`src/rtl/pc_stack_if.sv`:
```
// Bus bundle between the control decoder and the PC stack register.
// Carries next-PC control in one direction and PC/RAS status back.
interface pc_stack_if #(
  parameter int WIDTH = 16,
  parameter int DEPTH = 8
);
  localparam int CW = $clog2(DEPTH) + 1;

  logic [WIDTH-1:0] pc_reset_address;
  logic             enable;
  logic [2:0]       op;
  logic [WIDTH-1:0] target;
  logic [WIDTH-1:0] dout;
  logic [WIDTH-1:0] ras_top;
  logic [CW-1:0]    count;
  logic             full;
  logic             empty;
  logic             overflow;
  logic             underflow;
  logic             trap;

  modport master (
    output pc_reset_address,
    output enable,
    output op,
    output target,
    input  dout,
    input  ras_top,
    input  count,
    input  full,
    input  empty,
    input  overflow,
    input  underflow,
    input  trap
  );

  modport slave (
    input  pc_reset_address,
    input  enable,
    input  op,
    input  target,
    output dout,
    output ras_top,
    output count,
    output full,
    output empty,
    output overflow,
    output underflow,
    output trap
  );
endinterface

```
`src/rtl/pc_stack_register.sv`:
```
// PC register with return-address stack and op-coded next-PC select.
// Define PC_STACK_TRAP_EN to vector stack faults to TRAP_ADDR.
module pc_stack_register #(
  parameter int             WIDTH     = 16,
  parameter int             DEPTH     = 8,
  parameter int             INC       = 1,
  parameter logic [WIDTH-1:0] TRAP_ADDR = 16'h0004
) (
  input  logic     CLK,
  input  logic     reset,
  pc_stack_if.slave bus
);
  localparam int AW = $clog2(DEPTH);
  localparam int CW = AW + 1;

  typedef enum logic [2:0] {
    OP_HOLD   = 3'b000,
    OP_INC    = 3'b001,
    OP_JUMP   = 3'b010,
    OP_BRANCH = 3'b011,
    OP_CALL   = 3'b100,
    OP_RET    = 3'b101,
    OP_CLEAR  = 3'b110,
    OP_RSVD   = 3'b111
  } op_e;

  logic [WIDTH-1:0] r_ras [DEPTH];
  logic [WIDTH-1:0] r_pc;
  logic [CW-1:0]    r_cnt;
  logic             r_ovf;
  logic             r_unf;

  op_e              w_op;
  logic [WIDTH-1:0] w_pc_inc;
  logic [WIDTH-1:0] w_top;
  logic [AW-1:0]    w_top_idx;
  logic             w_full;
  logic             w_empty;
  logic             w_push;
  logic             w_fault;
  logic [WIDTH-1:0] w_call_fault_pc;
  logic [WIDTH-1:0] w_ret_fault_pc;

  assign w_op      = op_e'(bus.op);
  assign w_pc_inc  = r_pc + WIDTH'(INC);
  assign w_full    = (r_cnt == CW'(DEPTH));
  assign w_empty   = (r_cnt == '0);
  assign w_top_idx = AW'(r_cnt - CW'(1));
  assign w_top     = w_empty ? '0
                   : r_ras[w_top_idx];

  assign w_push  = bus.enable
                && (w_op == OP_CALL)
                && !w_full;
  assign w_fault = bus.enable
                && (((w_op == OP_CALL) && w_full)
                 || ((w_op == OP_RET) && w_empty));

`ifdef PC_STACK_TRAP_EN
  logic r_trap;

  assign w_call_fault_pc = TRAP_ADDR;
  assign w_ret_fault_pc  = TRAP_ADDR;

  always_ff @(posedge CLK) begin
    if (reset) r_trap <= 1'b0;
    else       r_trap <= w_fault;
  end

  assign bus.trap = r_trap;
`else
  logic w_unused;

  assign w_call_fault_pc = bus.target;
  assign w_ret_fault_pc  = w_pc_inc;
  assign w_unused        = ^{TRAP_ADDR, w_fault};
  assign bus.trap        = 1'b0;
`endif

  // RAS storage is don't-care after reset, so it carries no reset.
  always_ff @(posedge CLK) begin
    if (!reset && w_push)
      r_ras[r_cnt[AW-1:0]] <= w_pc_inc;
  end

  always_ff @(posedge CLK) begin
    if (reset) begin
      r_pc  <= bus.pc_reset_address;
      r_cnt <= '0;
      r_ovf <= 1'b0;
      r_unf <= 1'b0;
    end else if (bus.enable) begin
      unique case (w_op)
        OP_INC:    r_pc <= w_pc_inc;
        OP_JUMP:   r_pc <= bus.target;
        OP_BRANCH: r_pc <= r_pc + bus.target;
        OP_CALL: begin
          if (w_full) begin
            r_ovf <= 1'b1;
            r_pc  <= w_call_fault_pc;
          end else begin
            r_cnt <= r_cnt + CW'(1);
            r_pc  <= bus.target;
          end
        end
        OP_RET: begin
          if (w_empty) begin
            r_unf <= 1'b1;
            r_pc  <= w_ret_fault_pc;
          end else begin
            r_cnt <= r_cnt - CW'(1);
            r_pc  <= w_top;
          end
        end
        OP_CLEAR: begin
          r_cnt <= '0;
          r_ovf <= 1'b0;
          r_unf <= 1'b0;
          r_pc  <= w_pc_inc;
        end
        OP_HOLD, OP_RSVD: ;
        default: ;
      endcase
    end
  end

  assign bus.dout      = r_pc;
  assign bus.ras_top   = w_top;
  assign bus.count     = r_cnt;
  assign bus.full      = w_full;
  assign bus.empty     = w_empty;
  assign bus.overflow  = r_ovf;
  assign bus.underflow = r_unf;
endmodule

```
`src/flat_wrapper.sv`:
```
// flat-port wrapper written by rule: the top's interface ports become plain ports
module pc_stack_register_flat 
#(
  parameter int             WIDTH     = 16,
  parameter int             DEPTH     = 8,
  parameter int             INC       = 1,
  parameter logic [WIDTH-1:0] TRAP_ADDR = 16'h0004
)
  (CLK, reset, bus_pc_reset_address, bus_enable, bus_op, bus_target, bus_dout, bus_ras_top, bus_count, bus_full, bus_empty, bus_overflow, bus_underflow, bus_trap);
  pc_stack_if #(.WIDTH(WIDTH), .DEPTH(DEPTH)) bus_i ();
  input  logic CLK;
  input  logic reset;
  input wire logic [$bits(bus_i.pc_reset_address)-1:0] bus_pc_reset_address;
  input wire logic [$bits(bus_i.enable)-1:0] bus_enable;
  input wire logic [$bits(bus_i.op)-1:0] bus_op;
  input wire logic [$bits(bus_i.target)-1:0] bus_target;
  output wire logic [$bits(bus_i.dout)-1:0] bus_dout;
  output wire logic [$bits(bus_i.ras_top)-1:0] bus_ras_top;
  output wire logic [$bits(bus_i.count)-1:0] bus_count;
  output wire logic [$bits(bus_i.full)-1:0] bus_full;
  output wire logic [$bits(bus_i.empty)-1:0] bus_empty;
  output wire logic [$bits(bus_i.overflow)-1:0] bus_overflow;
  output wire logic [$bits(bus_i.underflow)-1:0] bus_underflow;
  output wire logic [$bits(bus_i.trap)-1:0] bus_trap;
  assign bus_i.pc_reset_address = bus_pc_reset_address;
  assign bus_i.enable = bus_enable;
  assign bus_i.op = bus_op;
  assign bus_i.target = bus_target;
  assign bus_dout = bus_i.dout;
  assign bus_ras_top = bus_i.ras_top;
  assign bus_count = bus_i.count;
  assign bus_full = bus_i.full;
  assign bus_empty = bus_i.empty;
  assign bus_overflow = bus_i.overflow;
  assign bus_underflow = bus_i.underflow;
  assign bus_trap = bus_i.trap;
  pc_stack_register #(.WIDTH(WIDTH), .DEPTH(DEPTH), .INC(INC), .TRAP_ADDR(TRAP_ADDR)) u_core (.CLK(CLK), .reset(reset), .bus(bus_i));
endmodule
```
`config.mk`:
```
export PLATFORM = sky130hd
export DESIGN_NAME = pc_stack_register_flat
export DESIGN_NICKNAME = d
export VERILOG_FILES = /design/src/rtl/pc_stack_if.sv /design/src/rtl/pc_stack_register.sv /design/src/flat_wrapper.sv
export SDC_FILE = /design/constraint.sdc
export NUM_CORES = 1
export LEC_CHECK = 0
export ABC_AREA = 1
export BUFFER_PORTS_ARGS = -buffer_cell sky130_fd_sc_hd__buf_2
export CAP_MARGIN = 15
export CELL_PAD_IN_SITES_DETAIL_PLACEMENT = 2
export CELL_PAD_IN_SITES_GLOBAL_PLACEMENT = 2
export CORE_ASPECT_RATIO = 0.8
export CORE_MARGIN = 2
export CORE_UTILIZATION = 40
export CTS_CLUSTER_SIZE = 8
export DETAILED_ROUTE_END_ITERATION = 12
export HOLD_SLACK_MARGIN = 0.05
export PLACE_DENSITY_LB_ADDON = 0.08
export REMOVE_ABC_BUFFERS = 1
export SYNTH_ARGS = -nofsm -noshare
export SYNTH_HDL_FRONTEND = slang
export SYNTH_SLANG_ARGS = --single-unit
```
`constraint.sdc`:
```
create_clock -name CLK -period 9.8 [get_ports CLK]
set_input_delay 1.47 -clock CLK [delete_from_list [all_inputs] [get_ports CLK]]
set_output_delay 1.47 -clock CLK [all_outputs]
set_load 0.03 [all_outputs]
```
==> reports/metrics.cfg, run 1 <==
[placement]
dpl_cell_area_sq_um = 8830
dpl.hpwl_mm = 20.6
routabilityCongestion = 0.831
portBuffers = 77

[global_routing]
globalRouteTotalUtil = 0.295
grt_max_degree = 72
gr-usage-met3 = 0.0478
met2_usage = 0.495
grt_pass1_vias = 7909
gr-total-overflow = 0
grt_pass1_wl_mm = 47.3
grt_busiest_layer = met2
use_met1 = 0.392
antenna_found_initial = 0

[power_and_ir_drop]
combPwrFrac = 0.216
powerDensity_nw_per_um2 = 197
total_power_uw = 1860
internal-power_uw = 1230
leakage_uw = 0.00400
swShare = 0.337
pwr-share-clk = 0.376
p_switching_uw = 627
p_seq_frac = 0.408
ir_drop_uv = 105

[worst_hold_path]
hold_class = reg2reg
min-delay-start = u_core.bus.underflow$_SDFFE_PP0P_

[setup_path]
worstSetupStartpointType = flip-flop
crit_cells = 8
path_class = reg2out
critPathCapture = bus_ras_top[5]
cp_cell_sequence = inv_2 -> buf_4 -> ha_1 -> nand3_2 -> buf_4 -> inv_2 -> nor2_1 -> buf_2
path_max_fanout = 66
slowest_stage = buf_4
cp.required_ns = 8.33
r2r_setup_slack_ns = 6.39
startpoint = u_core.bus.count[0]$_SDFFE_PP0P_
endpoint_kind = output pin
reg2reg_depth = 9
reg2reg_to = u_core.r_ras[5][2]$_DFFE_PP_
crit_family = buffers and inverters
cp_slowest_stage_delay_ns = 0.58
worst-path-buf-inv = 5
rr_startpoint = u_core.bus.count[0]$_SDFFE_PP0P_
cp.arrival_ns = 2.86

[sta]
setup-tns-final_ns = 0
rsz0062_at_grt = false
final_hold_viol_count = 0
slew_violations = 0
worst_pin_slew_ns = 1.08
fin_crit_sh = 0.442
max_clock_freq_mhz = 231
slew_headroom = 0.279
setup_violations = 0
fin_crit_ns = 4.33
clock_skew_ns = 0.00952

[outcome]
status = complete, no violations

[synth]
syn_avg_cell_area_sq_um = 8.76
synth_edf_count = 144
synth_compound_area_frac = 0.0692
synthFlopType = edfxtp_1
netlist_area_sq_um = 8210
yosys.area_share.xor_xnor = 0.0213
synthArstFlopShare = 0
synth_top_area_cell = edfxtp_1
synth_fa_ha_area_frac = 0.0314
syn_inst = 938
synthSimpleGateAreaFrac = 0.268
ys_seq_elements = 150
ys.warnings.count = 0
synth_area_leaders = edfxtp_1 (53%), nand2_1 (10%), nor2_1 (7.7%)
synth_top_area_frac = 0.527
yosysSeqAreaShare = 0.541
yosysUniqueCellTypes = 39
muxShareOfSynthArea = 0
synth_top_family_by_area = simple AND/OR/NAND/NOR gates

[detailed_routing]
routed_via_density = 5.68
wl_per_cell_um = 24.2
antenna_left = 0
drt_iter0_drc = 562
drc = 0
wl_mm = 31.2
vias = 7318
first_pass_iters = 5

[clock_tree]
cts_setup_buffers = 0
clk_latency_ns = 0.44
cts.sinks = 150
path_clk_slew_ns = 0.07
cts_made_buffers = 17
clockBufferDepth = 2
ctsResizeCount = 0
cts_tree = done
ctsHoldBuffers = 0
cts_root_buf = clkbuf_16
cts_htree_levels = 4

[die]
die_w_um = 164
core_area_sq_um = 20000
die_height_um = 132
die_area_sq_um = 21700
rows = 46
io_pins = 79
start_util = 0.411

[layout]
final_common_cell = nand2_1
stdcell_area_sq_um = 9440
nNetsFinal = 1069
area_delta_synth_final_pct = 15.0
drive_gt1_frac = 0.150
final_cell_mix = nand2_1 (224), nor2_1 (169), edfxtp_1 (144)
antennaDiodeCount = 0

[run]
max-cap-violations = 0

worst reg2reg max path: cells and delay by family, from the launching register on:
| family | cells | cell delay, ns |
|---|---|---|
| buf+inv | 3 | 0.75 |
| flops | 1 | 0.34 |
| simple gates | 5 | 1.66 |
| fa+ha+maj | 1 | 0.36 |
flip-flops by register name (all words and copies together) (netlist names):
name                  flops
u_core.bus.count          4
u_core.bus.dout          16
u_core.bus.overflow       1
u_core.bus.underflow      1
u_core.r_ras            128
kinds of logic (layout without fill, tap and decap cells):
group | after synthesis | after routing
fa+ha+maj | 20 | 20
compound gates | 102 | 102
simple gates | 521 | 521
xor+xnor | 17 | 17
flops | 150 | 150
other cells | 1 | 1
buf+inv | 127 | 213
worst min-delay path by stage:
stage | end | slack, ns | depth (start not counted)
after floorplan | u_core.bus.underflow$_SDFFE_PP0P_ | 0.60 | 2
after global placement | u_core.bus.underflow$_SDFFE_PP0P_ | 0.46 | 2
after detailed placement | u_core.bus.underflow$_SDFFE_PP0P_ | 0.48 | 2
after CTS | u_core.bus.underflow$_SDFFE_PP0P_ | 0.50 | 2
after global routing | u_core.bus.underflow$_SDFFE_PP0P_ | 0.55 | 2
final | u_core.bus.underflow$_SDFFE_PP0P_ | 0.49 | 2
synth_stat cells, types with 2 or more instances:
master    instances
buf_4            13
edfxtp_1        144
a21boi_0          2
nand3_2           2
nand3b_1          3
o21ai_1           5
nand2_1         224
dfxtp_1           6
inv_2            10
buf_2            15
o211ai_1         14
inv_1            80
xor2_1           11
buf_6             3
nand2_2           2
or2_2             7
nor2_1          169
nand4_1          24
a21oi_1          21
o21ai_0          53
nor3_1            4
a22oi_1           4
clkbuf_1          6
ha_1             19
and3_1            5
xnor2_1           4
and2_1            5
nand3_1          72
through the flow:
| stage | worst slack (ns) | hold WS [ns] | util | instances |
|---|---|---|---|---|
| 3_5_place_dp | 5.85 | 0.484 | 0.442 | 1256 |
| 4_1_cts | 5.49 | 0.498 | 0.473 | 1288 |
| 6_report | 5.47 | 0.495 | 0.473 | 1288 |
| 5_1_grt | 5.34 | 0.552 | 0.473 | 1288 |
| 3_3_place_gp | 5.86 | 0.464 | 0.442 | 1255 |
| 2_1_floorplan | 3.85 | 0.596 | - | 901 |
power groups by stage:
stage / registers (uW) / logic [uW] / clock network, uW
global placement: 772 / 373 / 0
finish: 760 / 401 / 700
floorplan: 787 / 226 / 0
global route: 760 / 439 / 729
CTS: 759 / 400 / 705
detailed placement: 773 / 391 / 0
layer usage:
layer	up-vias	share of wire
met2	214	0.49
met3	41	0.049
met5	-	0
met4	0	0.020
li1	3286	-
met1	3777	0.44
cell type report:
| type | instances | area [sq um] |
|---|---|---|
| clock buffers | 17 | 425 |
| clock inverters | 15 | 181 |
| fillers | 2194 | 10500 |
| inverters | 90 | 338 |
| multi-input cells | 661 | 3220 |
| flip-flops and latches | 150 | 4450 |
| well taps | 264 | 330 |
| repair buffers | 91 | 498 |
No activity file was read; power rests on OpenSTA's default activity.
==> inputs of run 2 (changes only) <==
Settings changed: CORE_UTILIZATION 40 to 33.
Clock period 9.8 ns to 3.7 ns, I/O delays scaled along.
==> reports/metrics.cfg, run 2 (same netlist as run 1, synthesis figures left out) <==
[die]
core_area_sq_um = 24400  ; +22%
die_area_sq_um = 26200  ; +21%
die_height_um = 145  ; +9.8%
rows = 51  ; +11%
die_w_um = 180  ; +9.9%
start_util = 0.337  ; -0.0743
io_pins = 79  ; unchanged

[power_and_ir_drop]
total_power_uw = 4800  ; +160%
leakage_uw = 0.00400  ; about the same
ir_drop_uv = 303  ; +190%
powerDensity_nw_per_um2 = 504  ; +160%

[detailed_routing]
antenna_left = 0  ; unchanged
drc = 0  ; unchanged
first_pass_iters = 5  ; unchanged
vias = 6838  ; -6.6%
drt_iter0_drc = 435  ; -23%
routed_via_density = 5.08  ; -11%
wl_per_cell_um = 21.6  ; -11%
wl_mm = 29.1  ; -6.5%

[worst_hold_path]
hold_class = in2reg

[setup_path]
crit_family = buffers and inverters
slowest_stage = xnor2_2
cp_slowest_stage_delay_ns = 0.69  ; +0.11 ns
cp.required_ns = 3.14  ; -5.19 ns
endpoint_kind = output pin
cp_cell_sequence = inv_1 -> ha_1 -> xnor2_2 -> buf_4 -> nand3_1 -> nand2_1 -> nor2_1 -> buf_2
path_class = reg2out
path_max_fanout = 11  ; -83%
worstSetupStartpointType = flip-flop
worst-path-buf-inv = 3  ; -2
cp.arrival_ns = 2.89  ; +0.03 ns

[global_routing]
grt_pass1_vias = 7546  ; -4.6%
globalRouteTotalUtil = 0.227  ; -0.0671
gr-total-overflow = 0  ; unchanged
grt_max_degree = 72  ; unchanged
antenna_found_initial = 0  ; unchanged
grt_pass1_wl_mm = 45.5  ; -3.8%

[clock_tree]
ctsResizeCount = 0  ; unchanged
clk_latency_ns = 0.43  ; about the same
ctsHoldBuffers = 0  ; unchanged
path_clk_slew_ns = 0.07  ; about the same
cts.sinks = 150  ; unchanged
cts_made_buffers = 17  ; unchanged
cts_setup_buffers = 0  ; unchanged
cts_tree = done
cts_root_buf = clkbuf_16
cts_htree_levels = 4  ; unchanged
clockBufferDepth = 2  ; unchanged

[sta]
slew_headroom = 0.356  ; +0.0766
slew_violations = 0  ; unchanged
setup_violations = 0  ; unchanged
rsz0062_at_grt = false
fin_crit_sh = 0.930
setup-tns-final_ns = 0  ; unchanged
fin_crit_ns = 3.44
clock_skew_ns = 0.0113  ; +0.00175 ns
worst_pin_slew_ns = 0.960  ; -0.118 ns
final_hold_viol_count = 0  ; unchanged
max_clock_freq_mhz = 291

[placement]
portBuffers = 77  ; unchanged
routabilityCongestion = 0.785  ; -5.6%
dpl.hpwl_mm = 20.4  ; -1.1%
dpl_cell_area_sq_um = 8950  ; +1.3%

[layout]
final_common_cell = nand2_1
largest_reg_flops = 128  ; unchanged
stdcell_area_sq_um = 9520  ; +0.82%
final_cell_mix = nand2_1 (224), nor2_1 (167), edfxtp_1 (144)
nNetsFinal = 1074  ; +0.47%
drive_gt1_frac = 0.155  ; +0.00510
antennaDiodeCount = 0  ; unchanged
area_delta_synth_final_pct = 15.9

[outcome]
status = complete, no violations

[run]
max-cap-violations = 0  ; unchanged

[run 2: final cells by class]
type | instances | area, sq um
fillers | 2775 | 14900
flip-flops and latches | 150 | 4450
multi-input cells | 661 | 3230
repair buffers | 96 | 541
clock buffers | 18 | 429
well taps | 318 | 398
inverters | 90 | 338
clock inverters | 14 | 140
[run 2: per-layer routing]
layer	GRT usage	wire [um]
met1	0.334	14800
met3	0.0377	768
met5	0	0
met2	0.363	13400
met4	0.0282	131
[run 2: per-stage QoR]
step / setup WS [ns] / cells / util / hold slack, ns
after floorplan: -1.33 / 901 / - / 0.596
after global placement: 0.890 / 1315 / 0.367 / 0.467
after detailed placement: 0.788 / 1315 / 0.367 / 0.472
after CTS: 0.299 / 1347 / 0.391 / 0.386
after global routing: 0.157 / 1347 / 0.391 / 0.401
final: 0.258 / 1347 / 0.391 / 0.396
[run 2: worst reg2reg max path: stages (launching register included)]
cell	delay (ns)
dfxtp_1	0.44
inv_1	0.19
ha_1	0.32
xnor2_2	0.69
buf_4	0.31
nand3_1	0.09
nand2_1	0.10
nor2_1	0.10
nand2_1	0.11
nand3_1	0.07
nand2_1	0.07
nand2_1	0.05
[run 2: report_power, final]
group / internal (uW) / leakage [uW] / switching, uW
logic: 288 / 0.00237 / 761
clock network: 946 / 0.000275 / 797
registers: 1950 / 0.00136 / 52.1
[run 2: path summary, 6_finish.rpt]
kind                                      from  slack (ns)  cells after the start                                 to
min reg2reg  u_core.bus.underflow$_SDFFE_PP0P_        0.49                      2  u_core.bus.underflow$_SDFFE_PP0P_
max           u_core.bus.count[1]$_SDFFE_PP0P_        0.26                      8                     bus_ras_top[5]
max reg2reg   u_core.bus.count[1]$_SDFFE_PP0P_        0.92                     11       u_core.bus.dout[5]$_DFFE_PP_
min                    bus_pc_reset_address[2]        0.40                      3       u_core.bus.dout[2]$_DFFE_PP_
